## config.mk

```make
export PLATFORM = sky130hd
export DESIGN_NAME = mant_div_24bit
export DESIGN_NICKNAME = d
export VERILOG_FILES = /design/src/rtl/mant_div_24bit_pkg.sv /design/src/rtl/mant_div_24bit_nr_div_step.sv /design/src/rtl/mant_div_24bit.sv
export SDC_FILE = /design/constraint.sdc
export NUM_CORES = 1
export LEC_CHECK = 0
export CORE_MARGIN = 2
export CORE_UTILIZATION = 30
export CTS_CLUSTER_DIAMETER = 50
export DETAILED_ROUTE_END_ITERATION = 10
export PLACE_DENSITY_LB_ADDON = 0.05
export SYNTH_ARGS = -nofsm -noshare
export SYNTH_HDL_FRONTEND = slang
export SYNTH_SLANG_ARGS = --single-unit
export TNS_END_PERCENT = 50
```

## constraint.sdc

```tcl
create_clock -name clk -period 5.17 [get_ports clk]
set_input_delay 0.517 -clock clk [delete_from_list [all_inputs] [get_ports clk]]
set_output_delay 0.517 -clock clk [all_outputs]
set_load 0.02 [all_outputs]
```

## src/rtl/mant_div_24bit_pkg.sv

```systemverilog
// Shared constants for the 24-bit mantissa divider: widths, FSM encodings and
// the quotient pattern reported when the divisor is not normalized.
package mant_div_24bit_pkg;

    localparam int WIDTH = 24;
    localparam int QBITS = WIDTH + 2;

    localparam logic [1:0] S_IDLE = 2'd0;
    localparam logic [1:0] S_CALC = 2'd1;
    localparam logic [1:0] S_FIX  = 2'd2;
    localparam logic [1:0] S_DONE = 2'd3;

    localparam logic [QBITS-1:0] DBZ_Q = '1;

    // A divisor is usable only when its hidden bit is set.
    function automatic logic is_normalized(input logic [WIDTH-1:0] d);
        return d[WIDTH-1];
    endfunction

endpackage

```

## src/rtl/mant_div_24bit_nr_div_step.sv

```systemverilog
// One radix-2 non-restoring iteration on a signed partial remainder.
// shift=0 is used only for the first iteration so the integer quotient bit lines up.
module nr_div_step #(
    parameter int WIDTH = 24
) (
    input  logic [WIDTH+1:0] rem,
    input  logic [WIDTH-1:0] b,
    input  logic             shift,
    output logic [WIDTH+1:0] next_rem,
    output logic             qbit
);

    logic [WIDTH+1:0] base;
    logic [WIDTH+1:0] b_ext;

    // |rem| < b <= 2^WIDTH, so doubling never disturbs the sign bit.
    always_comb begin
        base     = shift ? {rem[WIDTH:0], 1'b0} : rem;
        b_ext    = {2'b00, b};
        next_rem = rem[WIDTH+1] ? (base + b_ext) : (base - b_ext);
        qbit     = ~next_rem[WIDTH+1];
    end

endmodule

```

## src/rtl/mant_div_24bit.sv

```systemverilog
// Sequential non-restoring mantissa divider: one quotient bit per clock,
// 1.(QBITS-1) quotient plus sticky, valid/ready on both sides.
module mant_div_24bit
    import mant_div_24bit_pkg::*;
#(
    parameter int WIDTH = mant_div_24bit_pkg::WIDTH,
    parameter int QBITS = WIDTH + 2
) (
    input  logic             clk,
    input  logic             rst,
    input  logic             in_valid,
    output logic             in_ready,
    input  logic [WIDTH-1:0] a,
    input  logic [WIDTH-1:0] b,
    output logic             out_valid,
    input  logic             out_ready,
    output logic [QBITS-1:0] q,
    output logic             sticky,
    output logic             div_by_zero,
    output logic [1:0]       dbg_state
);

    // Handshake: a transfer happens on a rising edge where valid and ready are
    // both high; in_ready is high only in IDLE, out_valid only in DONE.

    localparam int CBITS = $clog2(QBITS);
    localparam logic [CBITS-1:0] LAST_COUNT = CBITS'(QBITS - 1);

    logic [1:0]       state;
    logic [CBITS-1:0] count;
    logic [WIDTH+1:0] rem;
    logic [WIDTH-1:0] div;
    logic [QBITS-1:0] q_acc;

    logic [WIDTH+1:0] step_rem;
    logic             step_qbit;
    logic             step_shift;
    logic [WIDTH+1:0] fixed_rem;

    assign step_shift = (count != '0);

    nr_div_step #(
        .WIDTH(WIDTH)
    ) u_step (
        .rem     (rem),
        .b       (div),
        .shift   (step_shift),
        .next_rem(step_rem),
        .qbit    (step_qbit)
    );

    // Quotient bits are already exact; only the remainder needs restoring.
    always_comb begin
        fixed_rem = rem;
        if (rem[WIDTH+1]) begin
            fixed_rem = rem + {2'b00, div};
        end
    end

    assign in_ready  = (state == S_IDLE);
    assign dbg_state = state;

    always_ff @(posedge clk or posedge rst) begin
        if (rst) begin
            state       <= S_IDLE;
            count       <= '0;
            rem         <= '0;
            div         <= '0;
            q_acc       <= '0;
            q           <= '0;
            sticky      <= 1'b0;
            div_by_zero <= 1'b0;
            out_valid   <= 1'b0;
        end else begin
            case (state)
                S_IDLE: begin
                    if (in_valid) begin
                        div   <= b;
                        rem   <= {2'b00, a};
                        count <= '0;
                        q_acc <= '0;
                        if (!b[WIDTH-1]) begin
                            div_by_zero <= 1'b1;
                            q           <= '1;
                            sticky      <= 1'b0;
                            out_valid   <= 1'b1;
                            state       <= S_DONE;
                        end else begin
                            div_by_zero <= 1'b0;
                            state       <= S_CALC;
                        end
                    end
                end
                S_CALC: begin
                    rem   <= step_rem;
                    q_acc <= {q_acc[QBITS-2:0], step_qbit};
                    if (count == LAST_COUNT) begin
                        state <= S_FIX;
                    end else begin
                        count <= count + 1'b1;
                    end
                end
                S_FIX: begin
                    q         <= q_acc;
                    sticky    <= |fixed_rem;
                    out_valid <= 1'b1;
                    state     <= S_DONE;
                end
                S_DONE: begin
                    if (out_ready) begin
                        out_valid <= 1'b0;
                        state     <= S_IDLE;
                    end
                end
                default: begin
                    state <= S_IDLE;
                end
            endcase
        end
    end

endmodule

```

==> results.cfg, run 1 <==
[placed_design]
hpwl_mm = 17.7
placed_cell_area_um2 = 9410
place_congestion = 0.828
port_buffers = 83

[worst_setup_path]
reg2regPathDepth = 14
crit_type = reg -> reg
r2r-end = rem[25]
crit_arrival_ps = 4530
r2r_start = div[6]
worstPathMaxFanout = 6
cp-start-kind = flop
reg2reg_setup_slack_ps = 890
critPathLaunch = div[6]
endpoint_kind = flop
worstSetupEndpoint = rem[25]
cp.required_ps = 5420

[clock_network]
cts-resized-gates = 0
clockBufferDepth = 2
root_buffer = clkbuf_16
cts_buffers = 9
clock-sinks = 112
cts_hold_buf = 0
htreeDepth = 3
cts_tree = yes
clkTransAtPathRegs_ps = 90
cts_setup_buffers = 0
clk-insertion-delay-late_ps = 370

[floorplan]
die_h_um = 170
coreArea_um2 = 27000
die_area_um2 = 28800
io_pins = 84
initial_utilization_pct = 30.5
die_w_um = 170
placementRows = 60

[sta]
min_period_ps = 4280
tightestPinTransition_ps = 820
finalHoldViolCount = 0
relSlewSlack_pct = 45.3
setup_violations = 0
rsz0062_at_grt = no
maxSlewViolCount = 0
tns_ps = 0
fin_skew_ps = 15.3
max_freq_mhz = 234
fin_crit_sh_pct = 82.8

[synthesis]
async_reset_ff_share_pct = 100
syn_inst = 915
synth_seq_cells = 112
syn_nets = 1027
synth_edf_count = 0
syn_area_per_cell_um2 = 8.99
ys_types = 71
ys_warn_count = 0
synth_flop_cell = dfrtp_1
synth.cell_area_um2 = 8220
ys_seq_area_share_pct = 34.1

[layout]
fin_area_um2 = 9730
diodes = 0
mostFrequentLayoutCells = 112 x dfrtp_1, 111 x nand2_1, 83 x clkdlybuf4s50_1, 57 x ha_1
layout_commonest_cell = dfrtp_1
drive_above_1_share_pct = 9.76
fin_nets = 1091
area_growth_pct = 18.3

[global_routing]
grt-ovfl-total = 0
grt_pass1_vias = 6830
grt_pass1_wl_mm = 38.9
grt_use_met2_pct = 27.7
grt_use_met3_pct = 3.03
grt_most_used_layer = met2
grt_max_degree = 64
grt_use_met1_pct = 24.9
antenna_found_initial = 0
grt.total_usage_pct = 17.4

[min_path]
hold_class = reg -> reg
min-delay-start = q_acc[25]

[detailed_routing]
antenna_left = 0
first_pass_iters = 5
drt_iter0_markers = 301
drc = 0
via_per_inst = 5.14
wl_mm = 24.3
routedWlPerCell_um = 18.3
vias = 6810

[run]
maxCapViolCount = 0

[run_status]
status = finished clean
stage by stage:
step                instances  setup WS (ps)  hold slack [ps]  util [%]
finish                   1325            888              484      36.1
global route             1325            398              508      36.1
CTS                      1325            874              495      36.1
detailed placement       1309            886              471      34.9
global placement         1309            960              466      34.9
floorplan                 915           1260              439         -
worst min path at each step:
stage,endpoint,slack (ps),cells after the start
global placement,q_acc[25],470,2
finish,q_acc[25],480,2
CTS,q_acc[25],500,2
global route,q_acc[25],510,2
floorplan,q_acc[25],440,2
detailed placement,q_acc[25],470,2
cell usage after synthesis (24+ instances only):
cell / instances / area share [%]
a21oi_1: 53 / 3.2
clkbuf_1: 36 / 1.6
dfrtp_1: 112 / 34
ha_1: 58 / 8.8
inv_1: 29 / 1.3
mux2_2: 50 / 6.8
nand2_1: 111 / 5.1
nand3_1: 44 / 2.7
nor2_1: 54 / 2.5
nor3_1: 24 / 1.5
o21ai_0: 44 / 2.7
o22a_1: 26 / 2.8
xor2_1: 30 / 3.2
per-layer routing:
metal / vias up / share of wire, %
li1: 3481 / -
met1: 3236 / 51
met2: 83 / 45
met3: 10 / 2.9
met4: 0 / 0.77
met5: - / 0
critical path: stages, from the launching register on:
cell	delay [ps]
dfrtp_1	440
or4_1	670
nor2b_1	240
nor2b_1	410
a21oi_1	150
xor2_1	160
ha_1	380
and3_1	230
and3_1	190
and4_1	200
a21oi_1	270
a211oi_2	150
o211a_1	260
nor4b_2	320
o22ai_1	110
layout make-up:
type                       count  area (um2)
tap                          341         427
multi-input combinational    731        5140
timing repair buffer          96         928
inverter                      29         111
clock inverter                 6        78.8
clock buffer                  10         239
fill                        2793       17200
sequential                   112        2800
cell families (layout without fill, tap and decap cells):
kind of cell | after synthesis | after routing | share of synthesized area, %
buffers and inverters | 72 | 141 | 3.42
multiplexers | 72 | 72 | 9.52
AND/OR/NAND/NOR | 305 | 305 | 18.4
adder cells (fa/ha/maj) | 60 | 60 | 9.31
XOR/XNOR | 50 | 50 | 5.32
flip-flops | 112 | 112 | 34.1
AO/OA/AOI/OAI | 244 | 244 | 19.9
registers in the layout, summed over array words and instances (netlist names):
| name | cells |
|---|---|
| sticky | 1 |
| count | 5 |
| rem | 26 |
| q | 26 |
| out_valid | 1 |
| div_by_zero | 1 |
| q_acc | 26 |
| div | 24 |
| dbg_state | 2 |
Power of run 1 is left out: the tool's default activity adds up to more than one toggle a clock period on the data nets, which glitch-free logic cannot reach.
==> inputs of run 2 (changes only) <==
- clock period: 5.17 -> 4.2 ns (I/O delays scaled with it)
==> results.cfg, run 2 (same netlist as run 1, synthesis figures left out) <==
[run_status]
status = finished clean

[clock_network]
cts_buffers = 9
cts_tree = yes
htreeDepth = 3
clock-sinks = 112
cts_hold_buf = 0
clkTransAtPathRegs_ps = 90
clk-insertion-delay-late_ps = 370
root_buffer = clkbuf_16
clockBufferDepth = 2

[floorplan]
placementRows = 60
die_area_um2 = 28800
die_h_um = 170
coreArea_um2 = 27000
initial_utilization_pct = 30.5
die_w_um = 170
io_pins = 84

[worst_setup_path]
crit_type = reg -> reg
cp.required_ps = 4460
cp-start-kind = flop
crit_arrival_ps = 4190
worstPathMaxFanout = 9
endpoint_kind = flop

[sta]
hold_slack_ps = 444
rsz0062_at_grt = no
finalHoldViolCount = 0
setup_violations = 0
relSlewSlack_pct = 41.7
min_period_ps = 3930
tightestPinTransition_ps = 874
tns_ps = 0
fin_skew_ps = 12.3
fin_crit_sh_pct = 93.7
max_freq_mhz = 254
maxSlewViolCount = 0

[detailed_routing]
wl_mm = 24.8
drc = 0
first_pass_iters = 4
drt_iter0_markers = 321
via_per_inst = 5.24
routedWlPerCell_um = 18.6
vias = 6987
antenna_left = 0

[global_routing]
grt-ovfl-total = 0
grt_pass1_wl_mm = 39.2
grt.total_usage_pct = 17.3
antenna_found_initial = 1
grt_max_degree = 77
grt_pass1_vias = 7026

[layout]
drive_above_1_share_pct = 10.7
diodes = 0
fin_area_um2 = 9790
area_growth_pct = 19.0
layout_commonest_cell = dfrtp_1
fin_util_pct = 36.3
largest_registers = q (26), q_acc (26), rem (26)
fin_nets = 1099
mostFrequentLayoutCells = 112 x dfrtp_1, 111 x nand2_1, 83 x clkdlybuf4s50_1, 57 x ha_1, 53 x nor2_1

[placed_design]
hpwl_mm = 18.1
place_congestion = 0.842
placed_cell_area_um2 = 9490
port_buffers = 83

[run]
maxCapViolCount = 0

[min_path]
hold_class = in -> async
[run 2: metrics by stage]
stage                     std cells  setup WS [ps]
after detailed placement       1317            147
after CTS                      1333            109
after global placement         1317            146
after floorplan                 915            288
after global routing           1333           21.5
final                          1333            266
[run 2: timing repair]
| item | 4_1_cts | 5_1_grt |
|---|---|---|
| setup endpoints to repair | 0 | 3 |
| setup buffers | 0 | 0 |
| gates resized for setup | 0 | 3 |
| endpoints found under the hold margin | 0 | 0 |
[run 2: worst paths after layout]
kind | from | to | slack, ps | cells past startpoint
max | count[0] | rem[22] | 270 | 16
min | rst | q_acc[18] | 440 | 2
max reg2reg | count[0] | rem[22] | 270 | 16
min reg2reg | q_acc[25] | q_acc[25] | 490 | 2
max in group asynchronous | rst | div[20] | 2930 | 3
min in group clk | q_acc[25] | q_acc[25] | 490 | 2
[run 2: critical path, stage by stage, from the launching register on]
cell and delay, ps:
dfrtp_1 420, inv_1 110, ha_1 160, nor4b_4 180, buf_4 230, buf_4 200, mux2_2 340, ha_1 350
a21oi_1 170, o21ai_0 110, a31oi_1 260, a21oi_1 160, or3_1 440, nand3_1 100, and4b_1 240, mux2i_1 90
a211o_1 260
[run 2: cell type report]
cell class | count | area (um2)
clock buffers | 10 | 229
multi-input cells | 731 | 5160
repair buffers | 104 | 1000
fillers | 2766 | 17200
well taps | 341 | 427
inverters | 29 | 111
flip-flops and latches | 112 | 2800
clock inverters | 6 | 60.1
[run 2: metal layers]
metal  global-route usage (%)  share of wire (%)  wire, um  vias up
met5                        0              0.052        13        -
met4                     4.16                1.5       364        2
met3                     2.92                3.1       771       24
met2                     26.8                 44     10900      122
met1                     25.1                 51     12700     3338
li1                         -                  -         -     3501
Power of run 2 is left out for the same reason.
